===== src/rtl/id_ex_operand_stage.sv =====
// ID/EX pipeline register in front of the ALU: resolves forwarded operands, applies the
// operand-select muxes, registers the ALU inputs and inserts one bubble on a load-use hazard.
module id_ex_operand_stage #(
   parameter int DW    = 32,
   parameter int CNT_W = 16
) (
   input  logic             clk,
   input  logic             rst_n,
   input  logic             stall,
   input  logic             flush,
   input  logic             in_valid,
   input  logic [4:0]       in_alu_op,
   input  logic [4:0]       in_rs,
   input  logic [4:0]       in_rt,
   input  logic [4:0]       in_rd,
   input  logic [DW-1:0]    in_rs_val,
   input  logic [DW-1:0]    in_rt_val,
   input  logic [DW-1:0]    in_imm,
   input  logic [1:0]       in_a_sel,
   input  logic [1:0]       in_b_sel,
   input  logic             in_uses_rt,
   input  logic             in_reg_write,
   input  logic             in_is_load,
   input  logic             exm_wen,
   input  logic [4:0]       exm_rd,
   input  logic [DW-1:0]    exm_val,
   input  logic             mwb_wen,
   input  logic [4:0]       mwb_rd,
   input  logic [DW-1:0]    mwb_val,
   output logic [DW-1:0]    alu_a,
   output logic [DW-1:0]    alu_b,
   output logic [4:0]       alu_op,
   output logic             out_valid,
   output logic [4:0]       out_rd,
   output logic             out_reg_write,
   output logic             out_is_load,
   output logic             hazard,
   output logic [CNT_W-1:0] bubble_cnt
);

   typedef struct packed {
      logic          valid;
      logic [4:0]    op;
      logic [4:0]    rd;
      logic          reg_write;
      logic          is_load;
      logic [DW-1:0] a;
      logic [DW-1:0] b;
   } stage_t;

   typedef enum logic [2:0] {
      ACT_FLUSH,
      ACT_HOLD,
      ACT_HAZARD,
      ACT_CAPTURE,
      ACT_BUBBLE
   } action_t;

   stage_t           stage_q, stage_d;
   logic [CNT_W-1:0] cnt_q, cnt_d;
   logic [DW-1:0]    fwd_rs, fwd_rt;
   logic [DW-1:0]    a_mux, b_mux;
   logic [DW-1:0]    shamt;
   action_t          act;

   // Register 0 is hard-wired zero, so it is never forwarded; EX/MEM is younger than MEM/WB.
   function automatic logic [DW-1:0] resolve(
      input logic [4:0]    src,
      input logic [DW-1:0] rf_val,
      input logic          e_wen,
      input logic [4:0]    e_rd,
      input logic [DW-1:0] e_val,
      input logic          m_wen,
      input logic [4:0]    m_rd,
      input logic [DW-1:0] m_val
   );
      if (src == 5'd0)
         return '0;
      else if (e_wen && e_rd == src)
         return e_val;
      else if (m_wen && m_rd == src)
         return m_val;
      else
         return rf_val;
   endfunction

   assign fwd_rs = resolve(in_rs, in_rs_val, exm_wen, exm_rd, exm_val, mwb_wen, mwb_rd, mwb_val);
   assign fwd_rt = resolve(in_rt, in_rt_val, exm_wen, exm_rd, exm_val, mwb_wen, mwb_rd, mwb_val);
   assign shamt  = {{(DW-5){1'b0}}, in_imm[10:6]};

   always_comb begin
      a_mux = '0;
      case (in_a_sel)
         2'd0, 2'd3: a_mux = fwd_rs;
         2'd1:       a_mux = fwd_rt;
         default:    a_mux = '0;
      endcase
   end

   always_comb begin
      b_mux = '0;
      case (in_b_sel)
         2'd0, 2'd3: b_mux = fwd_rt;
         2'd1:       b_mux = in_imm;
         default:    b_mux = shamt;
      endcase
   end

   // Load-use check against the instruction now in EX; deliberately blind to stall.
   assign hazard = stage_q.valid && stage_q.is_load && (stage_q.rd != 5'd0) && in_valid &&
                   ((stage_q.rd == in_rs) || (in_uses_rt && (stage_q.rd == in_rt)));

   always_comb begin
      act = ACT_BUBBLE;
      if (flush)
         act = ACT_FLUSH;
      else if (stall)
         act = ACT_HOLD;
      else if (hazard)
         act = ACT_HAZARD;
      else if (in_valid)
         act = ACT_CAPTURE;
      else
         act = ACT_BUBBLE;
   end

   always_comb begin
      // NOTE: every output of this block gets a default first, so no path can infer a latch.
      stage_d = stage_q;
      cnt_d   = cnt_q;
      case (act)
         ACT_HOLD: stage_d = stage_q;
         ACT_HAZARD: begin
            stage_d = '0;
            if (cnt_q != '1)
               cnt_d = cnt_q + CNT_W'(1);
         end
         ACT_CAPTURE: begin
            stage_d.valid     = 1'b1;
            stage_d.op        = in_alu_op;
            stage_d.rd        = in_rd;
            stage_d.reg_write = in_reg_write;
            stage_d.is_load   = in_is_load;
            stage_d.a         = a_mux;
            stage_d.b         = b_mux;
         end
         default: stage_d = '0;
      endcase
   end

   always_ff @(posedge clk or negedge rst_n) begin
      // NOTE: non-blocking assignments so every register samples pre-edge values.
      if (!rst_n) begin
         stage_q <= '0;
         cnt_q   <= '0;
      end else begin
         stage_q <= stage_d;
         cnt_q   <= cnt_d;
      end
   end

   assign alu_a         = stage_q.a;
   assign alu_b         = stage_q.b;
   assign alu_op        = stage_q.op;
   assign out_valid     = stage_q.valid;
   assign out_rd        = stage_q.rd;
   assign out_reg_write = stage_q.reg_write;
   assign out_is_load   = stage_q.is_load;
   assign bubble_cnt    = cnt_q;

   // An empty stage must present a fully neutral instruction to EX.
   bubble_is_clean: assert property (@(posedge clk) disable iff (!rst_n)
      !out_valid |-> (alu_op == 5'd0 && !out_reg_write && !out_is_load &&
                      out_rd == 5'd0 && alu_a == '0 && alu_b == '0));

endmodule


===== config.mk =====
export PLATFORM = sky130hd
export DESIGN_NAME = id_ex_operand_stage
export DESIGN_NICKNAME = d
export VERILOG_FILES = /design/src/rtl/id_ex_operand_stage.sv
export SDC_FILE = /design/constraint.sdc
export NUM_CORES = 1
export LEC_CHECK = 0
export BUFFER_PORTS_ARGS = -buffer_cell sky130_fd_sc_hd__buf_2
export CORE_UTILIZATION = 30
export CTS_CLUSTER_DIAMETER = 40
export DETAILED_ROUTE_END_ITERATION = 6
export PLACE_DENSITY = 0.62
export REMOVE_ABC_BUFFERS = 1
export SKIP_LAST_GASP = 1
export SYNTH_ARGS = -nofsm -noshare
export SYNTH_HDL_FRONTEND = slang
export SYNTH_SLANG_ARGS = --single-unit

===== constraint.sdc =====
create_clock -name clk -period 6.8 [get_ports clk]
set_clock_uncertainty 0.15 [all_clocks]
set_input_delay 1.02 -clock clk [delete_from_list [all_inputs] [get_ports clk]]
set_output_delay 1.02 -clock clk [all_outputs]
set_load 0.02 [all_outputs]

==> impl_metrics.yaml <==
clock_network:
  cts_inserted_buffers: 9
  tritoncts_clock_tree: "done"
  clockRootBuffer: "sky130_fd_sc_hd__clkbuf_16"
  cts_hold_buffers: 0
  cts_setup_buffers: 0
  clockBufferDepth: 2
  htree_num_levels: 3
  clkLatencyLatePin_ns: 0.35
  clock_sink_count: 93
  clock_edge_transition_at_the_registers_on_the_reported_setup_and_hold_paths_ns: 0.07
  cts_resized: 0
critical_path:
  cp_max_stage_delay_ns: 0.95
  critPathRequiredTime_ns: 6.88
  critical_path.endpoint_type: "flop"
  critPathArrivalTime_ns: 3.62
  cp_slowest_cell: "sky130_fd_sc_hd__or2_2"
  crit_fanout: 51
  path_cells: "buf_2, xnor2_1, nand4_1, or2_2, o21ai_0, o21ai_1, a32o_1"
  criticalPathCategory: "input pin to flop"
  critPathLaunchType: "input pin"
logic_synthesis:
  syn-instance-count: 700
  synth_ff_type: "sky130_fd_sc_hd__dfrtp_1"
  synth_top_family_by_area: "compound AO/OA/AOI/OAI gates"
  ys_ff_latch: 93
  postSynthAreaPerCell_um2: 9.00
  synth-compound-area-share: 0.263
  synth.distinct_cells: 52
  synth-edff-count: 0
  yosysSeqAreaShare: 0.369
  synth_xor_xnor_area_share: 0.0624
  synth.area.mux_share: 0.0799
  post_synth_instance_area_mm2: 0.00630
  synth_warnings: 0
  synth_top_area_frac: 0.369
  async_flop_share: 1.00
  netlist.top_cell.by_area: "sky130_fd_sc_hd__dfrtp_1"
  synth.area.top_cells: "sky130_fd_sc_hd__dfrtp_1, sky130_fd_sc_hd__mux2_2, sky130_fd_sc_hd__nand2_1, sky130_fd_sc_hd__xnor2_1, sky130_fd_sc_hd__o21ai_0"
  adder_and_majority_cell_fraction_of_the_synthesized_area: 0.00993
  post_synth_and_or_nand_nor_area_fraction: 0.160
routing:
  drc: 0
  firstDrtPassIters: 5
  avgViaCountPerCell: 5.42
  detail-route-antenna-nets: 0
  detail_route.wirelength_um: 25500
  route.detailed.wl_per_inst_um: 20.5
  detailroute.via_count: 6719
  first_iter_violations: 312
global_routing:
  grt_max_degree: 78
  number_of_global_route_vias_before_repair: 6606
  grt_pass1_wl_um: 38500
  antenna_found_initial: 6
  grt.total_usage: 0.233
  grt.overflow.total: 0
sta:
  grt_setup_unrepaired: "no"
  min_period_over_period: 0.520
  finalWorstSetupSlack_ns: 3.26
  maximum_achievable_frequency_mhz: 283
  timing_max_transition_violations_final: 0
  setup_viol: 0
  worst-slew-pin-transition_ns: 1.14
  timing.final.crit_period_ns: 3.54
  max_slew_margin: 0.235
  timing_hold_violations_final: 0
  finalSetupTns_ns: 0
floorplan:
  fp_rows: 52
  die-area_mm2: 0.0216
  design.core.area_mm2: 0.0204
  die_h_um: 147
  start_util: 0.308
  die_x_um: 147
  ios: 298
hold_path:
  hold_path.class: "flop to flop"
finish:
  regArea_mm2: 0.00233
  num-nets-final: 1167
  fraction_of_layout_instances_using_a_drive_strength_above_1: 0.397
  layout_commonest_cell: "sky130_fd_sc_hd__buf_2"
  final_cell_mix: "sky130_fd_sc_hd__buf_2, sky130_fd_sc_hd__dfrtp_1, sky130_fd_sc_hd__nand2_1, sky130_fd_sc_hd__o21ai_0, sky130_fd_sc_hd__or3_1"
  multi_input_comb_area_mm2: 0.00366
  final_core_area_utilization: 0.404
  area_growth_pct: 31.0
  n_fill_cell: 2122
place:
  place_hpwl_um: 17600
  port-buffer-count: 297
  gp_congestion: 0.876
  pre_cts_slack_ns: 2.98
power_and_ir_drop:
  power.ir.vdd_worst_uv: 107
  p_per_area_mw_per_mm2: 168
  p_leak_uw: 0.00387
status:
  status: "completed"
run:
  maxCapViolCount: 0
==> synthesized netlist by cell type (8+ instances only) <==
library cell and count:
sky130_fd_sc_hd__a2bb2oi_1 14, sky130_fd_sc_hd__a32oi_1 13, sky130_fd_sc_hd__o21ai_1 15, sky130_fd_sc_hd__clkbuf_1 44, sky130_fd_sc_hd__o211ai_2 10, sky130_fd_sc_hd__mux2_2 31
sky130_fd_sc_hd__o21ai_0 49, sky130_fd_sc_hd__o21bai_1 12, sky130_fd_sc_hd__o2111ai_1 20, sky130_fd_sc_hd__dfrtp_1 93, sky130_fd_sc_hd__nor3_1 10, sky130_fd_sc_hd__o211ai_1 16
sky130_fd_sc_hd__nor2_1 32, sky130_fd_sc_hd__xor2_1 14, sky130_fd_sc_hd__inv_1 23, sky130_fd_sc_hd__o221ai_1 12, sky130_fd_sc_hd__mux2i_1 12, sky130_fd_sc_hd__buf_2 8
sky130_fd_sc_hd__nand2_1 84, sky130_fd_sc_hd__or3_1 36, sky130_fd_sc_hd__a211oi_1 14, sky130_fd_sc_hd__a22o_1 12, sky130_fd_sc_hd__xnor2_1 29, sky130_fd_sc_hd__nand3_1 26
==> power by group <==
part           switching (uW)  leakage, uW  internal [uW]
clock network             234     0.000136            259
registers                11.3      0.00127            569
logic                     185      0.00246            125
total                     430      0.00387            954
==> flip-flops by register name, indices dropped and copies added, names as in the netlist <==
register	cells
alu_a	32
alu_b	32
alu_op	5
bubble_cnt	16
out_is_load	1
out_rd	5
out_reg_write	1
out_valid	1
==> cell type report <==
type,instances,area share
Multi-Input combinational cell,526,0.443
Inverter,23,0.0105
Clock buffer,11,0.0294
Antenna cell,6,0.00182
Sequential cell,93,0.282
Clock inverter,5,0.00425
Timing Repair Buffer,305,0.188
Tap cell,270,0.0409
==> final timing paths <==
| path | from | end | slack, ns | cells past startpoint |
|---|---|---|---|---|
| min in group asynchronous | rst_n | alu_b[18] | 0.52 | 1 |
| max in group asynchronous | rst_n | alu_b[20] | 4.81 | 2 |
| max reg2reg | out_rd[0] | alu_a[1] | 3.69 | 6 |
| min | alu_b[17] | alu_b[17] | 0.33 | 2 |
| max | in_rt[2] | alu_b[4] | 3.26 | 7 |
| min reg2reg | alu_b[17] | alu_b[17] | 0.33 | 2 |
==> worst max-delay path: cells and delay by family <==
family	cells	cell delay [ns]
AND/OR/NAND/NOR	2	1.57
XOR/XNOR	1	0.16
AO/OA/AOI/OAI	3	0.67
buffers and inverters	1	0.14
==> stage by stage <==
stage | instance area, um^2 | total power, uW | hold slack (ns) | instances
final | 8250 | 1380 | 0.328 | 1239
after global routing | 8240 | 1450 | 0.348 | 1235
after CTS | 8240 | 1400 | 0.335 | 1233
after detailed placement | 7960 | 901 | 0.319 | 1217
after global placement | 7960 | 898 | 0.310 | 1217
after floorplan | 6040 | 739 | 0.440 | 642
==> routing by layer <==
metal | up-vias | global-route usage | wire [um]
met5 | - | 0 | 13
met4 | 2 | 0.0747 | 496
met3 | 34 | 0.0484 | 2030
met2 | 319 | 0.386 | 12300
met1 | 3246 | 0.303 | 10700
li1 | 3118 | - | -
==> logic make-up (layout without fill, tap and decap cells) <==
| family | count (synthesis) | after routing |
|---|---|---|
| AOI/OAI and AO/OA | 218 | 218 |
| and+or+nand+nor | 213 | 213 |
| DFF | 93 | 93 |
| buffers and inverters | 81 | 344 |
| muxes | 46 | 46 |
| xor gates and xnor gates | 44 | 44 |
| adders and majority gates | 5 | 5 |
| other | 0 | 6 |
Note: power is estimated with default switching activity, not from simulation.
